<file path="src/rtl/heartbeat_monitor.sv">
// heartbeat_monitor: measures each half-period of an asynchronous heartbeat
// toggle, locks after a run of in-window half-periods, and reports faults
// and loss of heartbeat.
module heartbeat_monitor #(
  parameter int unsigned MIN_HALF   = 22_500_000,
  parameter int unsigned MAX_HALF   = 27_500_000,
  parameter int unsigned LOCK_COUNT = 3,
  parameter int unsigned CNT_W      = 26
) (
  input  logic             clk,
  input  logic             rst_n,
  input  logic             hb_in,
  output logic             alive,
  output logic [CNT_W-1:0] half_period,
  output logic             meas_valid,
  output logic             fault,
  output logic             lost
);

  localparam int unsigned GOOD_W = $clog2(LOCK_COUNT + 1);
  localparam logic [CNT_W-1:0]  MIN_C  = CNT_W'(MIN_HALF);
  localparam logic [CNT_W-1:0]  MAX_C  = CNT_W'(MAX_HALF);
  localparam logic [CNT_W-1:0]  SAT_C  = CNT_W'(MAX_HALF + 1);
  localparam logic [GOOD_W-1:0] LOCK_C = GOOD_W'(LOCK_COUNT);

  typedef enum logic [1:0] {
    ST_LOST    = 2'd0,
    ST_ACQUIRE = 2'd1,
    ST_LOCKED  = 2'd2
  } state_t;

  state_t            state;
  logic              s1, s2, prev;
  logic [CNT_W-1:0]  cnt;
  logic [GOOD_W-1:0] good;
  logic [GOOD_W-1:0] good_inc;
  logic              hb_edge;
  logic              in_win;
  logic              timeout;

  assign hb_edge  = s2 ^ prev;
  assign in_win   = (cnt >= MIN_C) && (cnt <= MAX_C);
  assign timeout  = (cnt == SAT_C) && !hb_edge;
  assign good_inc = good + GOOD_W'(1);

  // Two-flop synchronizer plus previous-value register for edge detection
  always_ff @(posedge clk or negedge rst_n) begin
    if (!rst_n) begin
      s1   <= 1'b0;
      s2   <= 1'b0;
      prev <= 1'b0;
    end else begin
      s1   <= hb_in;
      s2   <= s1;
      prev <= s2;
    end
  end

  // Half-period counter: reloads to 1 on each edge, saturates one past the window
  always_ff @(posedge clk or negedge rst_n) begin
    if (!rst_n) begin
      cnt <= '0;
    end else if (hb_edge) begin
      cnt <= CNT_W'(1);
    end else if (cnt != SAT_C) begin
      cnt <= cnt + CNT_W'(1);
    end
  end

  // Supervision FSM with registered level and pulse outputs
  always_ff @(posedge clk or negedge rst_n) begin
    if (!rst_n) begin
      state       <= ST_LOST;
      good        <= '0;
      alive       <= 1'b0;
      half_period <= '0;
      meas_valid  <= 1'b0;
      fault       <= 1'b0;
      lost        <= 1'b0;
    end else begin
      meas_valid <= 1'b0;
      fault      <= 1'b0;
      lost       <= 1'b0;
      case (state)
        ST_LOST: begin
          // First edge only arms the measurement; nothing to measure yet
          if (hb_edge) begin
            state <= ST_ACQUIRE;
            good  <= '0;
          end
        end
        ST_ACQUIRE: begin
          if (hb_edge) begin
            half_period <= cnt;
            meas_valid  <= 1'b1;
            if (in_win) begin
              if (good_inc == LOCK_C) begin
                state <= ST_LOCKED;
                alive <= 1'b1;
                good  <= '0;
              end else begin
                good <= good_inc;
              end
            end else begin
              good <= '0;
            end
          end else if (timeout) begin
            state <= ST_LOST;
            good  <= '0;
            lost  <= 1'b1;
          end
        end
        ST_LOCKED: begin
          if (hb_edge) begin
            half_period <= cnt;
            meas_valid  <= 1'b1;
            if (!in_win) begin
              state <= ST_ACQUIRE;
              good  <= '0;
              alive <= 1'b0;
              fault <= 1'b1;
            end
          end else if (timeout) begin
            state <= ST_LOST;
            good  <= '0;
            alive <= 1'b0;
            lost  <= 1'b1;
          end
        end
        default: begin
          state <= ST_LOST;
          good  <= '0;
          alive <= 1'b0;
        end
      endcase
    end
  end

endmodule

</file>
<file path="config.mk">
export PLATFORM = sky130hd
export DESIGN_NAME = heartbeat_monitor
export DESIGN_NICKNAME = d
export VERILOG_FILES = /design/src/rtl/heartbeat_monitor.sv
export SDC_FILE = /design/constraint.sdc
export NUM_CORES = 1
export LEC_CHECK = 0
export ABC_CLOCK_PERIOD_IN_PS = 2600
export CORE_MARGIN = 1
export CORE_UTILIZATION = 50
export CTS_CLUSTER_SIZE = 20
export DETAILED_ROUTE_END_ITERATION = 6
export DONT_BUFFER_PORTS = 1
export PLACE_DENSITY_LB_ADDON = 0.25
export SLEW_MARGIN = 30
export SYNTH_ARGS = -nofsm -noshare
export SYNTH_HDL_FRONTEND = slang
export SYNTH_SLANG_ARGS = --single-unit
</file>
<file path="constraint.sdc">
create_clock -name clk -period 2.6 [get_ports clk]
set_input_delay 0.52 -clock clk [delete_from_list [all_inputs] [get_ports clk]]
set_output_delay 0.52 -clock clk [all_outputs]
set_load 0.1 [all_outputs]
</file>
Word level (Yosys, flattened, before mapping). Cells that the tools add are included.

Register bits after elaboration: 63. Bits of input ports: 3. Output and inout bits: 30. Logic and storage cells: 73.

Add/subtract/negate cells: 2. $lt $le $gt $ge: 2. Equal/unequal tests: 13. Multiplexer cells: 33. Bitwise operators: 2. Reduce and logical (&&, ||, !) cells: 10.

Operators with widths (count): $mux W26 (2); $mux W2 (14); $add A26 B1 Y26 const B (1); $eq A26 B25 Y1 const B (1); $ge A26 B25 Y1 const B (1); $le A26 B25 Y1 const B (1); $ne A26 B25 Y1 const B (1); $mux W1 (14); $ne A3 B3 Y1 const B (4); $pmux W2 S3 (2); $ne A2 B2 Y1 const B (4); $reduce_and A6 Y1 (1); $eq A2 B2 Y1 const B (2); $reduce_and A2 Y1 (2); $reduce_and A4 Y1 (1); $pmux W1 S3 (1); $add A2 B1 Y2 const B (1); $eq A2 B1 Y1 const B (1); $logic_and A1 B1 Y1 (2); $logic_not A2 Y1 (1); $reduce_bool A2 Y1 (1); $reduce_or A2 Y1 (1); $logic_not A1 Y1 (1); $not A1 Y1 (1); $xor A1 B1 Y1 (1).

Longest topological paths before layout. Gate-level depths: netlist of run 1.

Depth in word-level cells: 6. Depth in mapped cells: 8. Gate-level depth less buffers: 8.

Least setup slack after synthesis of run 1. No wires, ideal clock.

Kind: reg2reg. Start point: reg cnt[18]. End point: reg state[1]. Library setup time: 125 ps. Arrival: 2235 ps. Required time: 2475 ps. Setup slack: 240 ps. Stages on the path, launching flop included: 9. Path buffers: 1. Period minus slack after synthesis: 2360 ps. Cell sequence: dfrtp_1 > buf_6 > or4_4 > nor3_4 > nand4_1 > a22oi_2 > a31oi_1 > o22a_1 > mux2_4.

Cells in the longest elaborated chain, start to end: 5. Elaborated cells between the ends (all ways): 12. Those cells by class: order compare (2); eq/ne (3); mux (4); reduce/logical (3).

RTL lines: start, declared (line 34) `logic [CNT_W-1:0] cnt;`; start signal, assigned (line 66) `cnt <= cnt + CNT_W'(1);`; parallel branches: the longest is 5 deep, another holds $ge A26 B25 Y1; end signal, assigned (line 73) `state <= ST_LOST;`; end signal, assigned (line 88) `state <= ST_ACQUIRE;`; end signal, assigned (line 98) `state <= ST_LOCKED;`; end, declared (line 32) `state_t state;`.

Several ways; the timed one is not identified. A chain may end at the register's enable or synchronous reset.

Final worst setup path of run 1.
Start point: reg cnt[20]. End point: reg state[1].

The elaborated chain is that of the path after synthesis.

==> run summary, run 1 <==
CTS clk-pin slew, worst paths: 0.07 ns
Largest net degree at the start of global routing: 64
Worst vdd rail ir drop: 0.528 mV
Synth warn: 0
Leak: 1.57 nW
Switching fraction of total power: 0.335
Overall Power: 2.79 mW
Vias/cell: 5.72
Synth Area per Inst: 10.8 µm²
RSZ-0062 raised after global routing: no
CP required: 2.82 ns
N_diodes: 0
Gr usage total: 0.204
Crit path kind: reg -> reg
Core Util, Final: 0.598
Syn nets: 289
Drt first pass iters: 4
Maximum fanout along the worst path: 7
Die area: 6320 µm²
Buffers and inverters on the worst path: 0
Crit-path cells: or4_4, nor3_4, nand4_1, a22oi_2, a31oi_1, o22a_1, mux2_4
Post-synthesis sequential area ratio: 0.525
PD cells: 826 nW/µm²
Worst-skew pair later-pin latency: 0.34 ns
Worst Skew: 0.00570 ns
Starting Density: 0.532
CP delay by family, top: simple AND/OR/NAND/NOR gates
First-pass GRT wire length: 9600 µm
GPL Wtd Cong: 0.813
Layout cells sized above 1: 0.179
Cell area after placement: 3120 µm²
Via count: 2078
Critical path arrival: 2.67 ns
Min Clock Period, post-route: 2.44 ns
P_sw: 934 µW
Ports: 33
Final Hold Fails: 0
Synthesized area: 3000 µm²
Cells after Synth: 279
Min setup slack post-route: 0.156 ns
Clock Power Share: 0.340
CTS Buf Count: 9
Clk sink count: 63
Hold Path Class: in -> async
Final nets: 296
Initial antenna violation count: 0
Place WS: 0.163 ns
Area Overhead vs Synth: 12.4%
Maximum Capacitance Violations: 0
Slew Limit Headroom: 0.392
Tcrit/Tclk final: 0.940
HPWL after DPL: 3820 µm
Row Count: 27
CTS max path bufs: 2
Crit path largest cell delay: 0.53 ns
Max Fclk: 409 MHz
Drt total wl: 5670 µm
DIE WIDTH: 79.5 µm
Yosys reg bits: 63
Slew @ Worst Pin: 0.911 ns
Htree depth: 3
IO Port Bufs: 0
Sequential power share: 0.474
GR Overflow Total: 0
Vias in the first global route: 1967
Status: finished clean
Final TNS setup: 0 ns
Comb pwr share: 0.186
Core area: 5640 µm²
Antenna-violating nets left: 0
Iteration-0 DRC Markers: 117
Post-route cell area: 3380 µm²
Setup violations, final: 0
DR WL/cell: 15.6 µm
CP endpoint kind: register
Fin. max-slew vios: 0
Internal power: 1.86 mW
Die height: 79.5 µm
TritonCTS clock tree: done
Main flop type after synthesis: dfrtp_1
Async SR Flop Fraction: 1.00
# DRC: 0
Synth cell types: 43
Clock root buffer: clkbuf_8
Startpoint types: register
Post-synth EDFFs: 0
Critical-path top delay cell: or4_4
Number of post-CTS setup repair buffers: 0
-- cell usage in the layout, fill, tap and decap left out, types with 5 or more instances in the layout --
| cell | n |
|---|---|
| buf_4 | 9 |
| xor2_1 | 13 |
| nor2_1 | 34 |
| o21ai_0 | 10 |
| clkbuf_8 | 11 |
| a21oi_1 | 9 |
| ha_1 | 7 |
| nor3_1 | 8 |
| mux2_2 | 22 |
| inv_1 | 11 |
| dfrtp_1 | 63 |
| nand3_1 | 12 |
| nor4_1 | 5 |
| nand2_1 | 15 |
| xnor2_1 | 11 |
| nand4_1 | 8 |
-- worst reg2reg max path: stages (launching register included) --
cell and delay (ns):
dfrtp_1 0.44, or4_4 0.53, nor3_4 0.23, nand4_1 0.14, a22oi_2 0.32, a31oi_1 0.13, o22a_1 0.24, mux2_4 0.30
-- registers in the layout, indices dropped and copies added (netlist names), 2 cells and up --
name         flops
half_period     26
state            2
good             2
cnt             26
-- worst paths after layout --
kind	startpoint	to	slack [ns]	cells past startpoint
worst max-delay path	cnt[20]$_DFFE_PN0N_	state[1]$_DFFE_PN0P_	0.16	7
worst max register to register	cnt[20]$_DFFE_PN0N_	state[1]$_DFFE_PN0P_	0.16	7
min in group clk	hb_in	s1$_DFF_PN0_	0.21	0
worst min-delay path	rst_n	half_period[16]$_DFFE_PN0P_	0.05	1
max in group asynchronous	rst_n	alive$_DFFE_PN0P_	2.30	1
worst min register to register	s1$_DFF_PN0_	s2$_DFF_PN0_	0.36	0
-- cells in the mapped netlist, types with 3 or more instances --
cell type / n / area share
a21o_1: 3 / 0.0075
xnor2_1: 11 / 0.032
nand4_1: 8 / 0.017
a31oi_1: 3 / 0.0063
xor2_1: 14 / 0.041
nand2_1: 15 / 0.019
inv_1: 11 / 0.014
mux2_2: 22 / 0.083
dfrtp_1: 63 / 0.52
and4_1: 3 / 0.0088
ha_1: 7 / 0.029
o21ai_0: 10 / 0.017
nor2_1: 34 / 0.042
nor4_1: 5 / 0.010
buf_1: 3 / 0.0037
nor3_1: 8 / 0.013
a21oi_1: 9 / 0.015
clkbuf_1: 11 / 0.014
nand3_1: 12 / 0.020
-- cells by family (layout without fill, tap and decap cells) --
kind of cell               after synthesis  count (layout)  synth area share
adders and majority gates                7               7            0.0292
DFF                                     63              63             0.525
xor gates and xnor gates                25              25            0.0729
buffers and inverters                   26              38            0.0350
muxes                                   24              24            0.0908
and+or+nand+nor                         96              96             0.163
AOI/OAI and AO/OA                       38              38            0.0838
-- power groups by stage --
stage	registers, mW	clock network, mW	logic, mW
floorplan	1.32	0	0.385
global placement	1.34	0	0.489
detailed placement	1.34	0	0.494
CTS	1.32	0.965	0.523
global route	1.33	1.02	0.574
finish	1.32	0.948	0.520
-- repair_timing --
action                    CTS  global route
hold endpoints to repair   63             0
hold buffers                1             0
resized for setup           0             0
-- layer usage --
metal,vias up,wire length [µm],global-route usage
met4,0,128,0.115
li1,995,-,-
met3,11,270,0.0503
met2,50,2560,0.293
met1,1022,2710,0.278
met5,-,0,0
-- final cells by class --
type | count | area [µm²]
multi-input combinational | 190 | 1330
clock inverter | 3 | 65.1
timing repair buffer | 11 | 115
clock buffer | 13 | 159
sequential | 63 | 1580
fill | 468 | 2270
inverter | 11 | 41.3
tap | 72 | 90.1
-- metrics by stage --
step,hold WS [ns],std cells
finish,0.0493,363
global route,0.0681,363
CTS,0.0543,363
detailed placement,0.226,346
global placement,0.226,346
floorplan,0.224,279
(Power assumes the default switching activity.)
==> inputs of run 2 (changes only) <==
--- a/config.mk
+++ b/config.mk
@@ -10,7 +10,6 @@
 export CORE_UTILIZATION = 50
 export CTS_CLUSTER_SIZE = 20
 export DETAILED_ROUTE_END_ITERATION = 6
-export DONT_BUFFER_PORTS = 1
 export PLACE_DENSITY_LB_ADDON = 0.25
 export SLEW_MARGIN = 30
 export SYNTH_ARGS = -nofsm -noshare
==> run 2 against run 1 <==
Maximum frequency rose by 2.4%. Combinational power rose by 51%. Clock skew rose by 0.0051 ns. Die area did not move. Via count rose by 5.0%. Clock power rose by 2%. Non-clock buffer count rose by 32. Final cell count rose by 8.8%. Clock-buffer cell count fell by 2. Flip-flop and latch count did not move. Worst hold slack improved by 0.14 ns. Register-to-register slack improved by 0.06 ns. Critical endpoint unchanged. Largest power group unchanged.
==> run summary, run 2 (same netlist as run 1, synthesis figures left out) <==
Crit path kind: reg -> reg
Worst Skew: 0.0108 ns (+0.00510 ns)
N_diodes: 0 (unchanged)
Final TNS setup: 0 ns (unchanged)
PD cells: 788 nW/µm² (-4.6%)
Drt total wl: 5910 µm (+4.2%)
Most common library cell in the layout ignoring fill and taps: dfrtp_1
Post-route cell area: 3600 µm² (+6.7%)
Most frequent cells in the layout: dfrtp_1, buf_4, nor2_1
Vias/cell: 5.52 (-3.5%)
Largest registers: cnt (26), half_period (26)
Critical path arrival: 2.60 ns (-0.07 ns)
Slew Limit Headroom: 0.586 (+0.194)
Crit path largest cell delay: 0.57 ns (+0.04 ns)
Final nets: 328 (+11%)
Fin. max-slew vios: 0 (unchanged)
Crit-path cells: or4_4, nor3_4, nand4_1, a22oi_2, a31oi_1, o22a_1, mux2_4
Worst-skew pair later-pin latency: 0.33 ns (about the same)
Worst vdd rail ir drop: 0.571 mV (+8.2%)
Critical-path top delay cell: or4_4
RSZ-0062 raised after global routing: no
Area Overhead vs Synth: 20.0%
Vias in the first global route: 2076 (+5.5%)
CTS max path bufs: 2 (unchanged)
IO Port Bufs: 32 (+32)
Layout cells sized above 1: 0.263 (+0.0845)
CTS clk-pin slew, worst paths: 0.07 ns (about the same)
Clk sink count: 63 (unchanged)
Row Count: 27 (unchanged)
Iteration-0 DRC Markers: 121 (+3.4%)
First-pass GRT wire length: 9940 µm (+3.5%)
HPWL after DPL: 4050 µm (+6.1%)
Min Clock Period, post-route: 2.39 ns (-0.0580 ns)
Leak: 1.73 nW (+10%)
Clock root buffer: clkbuf_8
Multi-input logic area: 1330 µm² (unchanged)
GPL Wtd Cong: 0.820 (+0.81%)
Max Fclk: 419 MHz (+2.4%)
Largest net degree at the start of global routing: 64 (unchanged)
Fillers: 453 (-3.2%)
Status: finished clean
Via count: 2182 (+5.0%)
Startpoint types: register
Cts hold-fix bufs: 0 (-1)
Hold Path Class: in -> async
Final Hold Fails: 0 (unchanged)
Maximum Capacitance Violations: 0 (unchanged)
Antenna-violating nets left: 0 (unchanged)
CP required: 2.82 ns (about the same)
Setup violations, final: 0 (unchanged)
Ports: 33 (unchanged)
Htree depth: 3 (unchanged)
Core area: 5640 µm² (unchanged)
Drt first pass iters: 4 (unchanged)
Slew @ Worst Pin: 0.616 ns (-0.295 ns)
Gr usage total: 0.209 (+0.00596)
Cell area after placement: 3360 µm² (+7.7%)
# DRC: 0 (unchanged)
Die height: 79.5 µm (unchanged)
Initial antenna violation count: 0 (unchanged)
DR WL/cell: 15.0 µm (-4.2%)
CP endpoint kind: register
GR Overflow Total: 0 (unchanged)
DIE WIDTH: 79.5 µm (unchanged)
CTS Buf Count: 9 (unchanged)
Starting Density: 0.532 (unchanged)
FF+latch area: 1580 µm² (unchanged)
TritonCTS clock tree: done
Tcrit/Tclk final: 0.917 (-0.0223)
Maximum fanout along the worst path: 7 (unchanged)
Die area: 6320 µm² (unchanged)
[run 2: final cells by class]
class                           count  area share
Sequential cell                    63       0.437
Clock inverter                      5      0.0222
Timing Repair Buffer               43      0.0931
Multi-Input combinational cell    190       0.369
Inverter                           11      0.0115
Clock buffer                       11      0.0420
Tap cell                           72      0.0250
[run 2: where the power goes]
part / internal, mW / switching (mW)
Combinational: 0.251 / 0.534
Sequential: 1.04 / 0.0538
Clock: 0.590 / 0.374
Total: 1.88 / 0.962
[run 2: final timing paths]
path	from	to	cells past startpoint	slack (ns)
max	cnt[19]$_DFFE_PN0N_	state[1]$_DFFE_PN0P_	7	0.21
min	rst_n	half_period[16]$_DFFE_PN0P_	2	0.19
max reg2reg	cnt[19]$_DFFE_PN0N_	state[1]$_DFFE_PN0P_	7	0.21
min reg2reg	s1$_DFF_PN0_	s2$_DFF_PN0_	0	0.37
max in group asynchronous	rst_n	s2$_DFF_PN0_	2	2.14
min in group clk	s1$_DFF_PN0_	s2$_DFF_PN0_	0	0.37
[run 2: metal layers]
metal  track usage  part of all wire  up-vias
met5             0                 0        -
li1              -                 -     1056
met1         0.286              0.49     1078
met2         0.321              0.46       39
met3        0.0446             0.034        9
met4        0.0927             0.016        0
[run 2: worst max-delay path: cells and delay by family, from the launching register on]
kind | cells | cell delay [ns]
AOI/OAI and AO/OA | 3 | 0.59
DFF | 1 | 0.45
muxes | 1 | 0.30
and+or+nand+nor | 3 | 0.94
[run 2: repair_timing]
action | 4_1_cts | 5_1_grt
setup buffers | 0 | 1
hold endpoints to repair | 0 | 0
setup endpoints to repair | 0 | 1
resized for setup | 0 | 0
[run 2: through the flow]
stage                     hold WS (ns)  total power, mW  instances   util  setup WS, ns
after floorplan                  0.224             1.70        279      -         0.240
after global placement           0.334             1.88        378  0.596         0.201
after detailed placement         0.347             1.90        378  0.596         0.130
after CTS                        0.187             2.86        394  0.637         0.113
after global routing             0.211             2.97        395  0.639        0.0765
final                            0.187             2.84        395  0.639         0.215
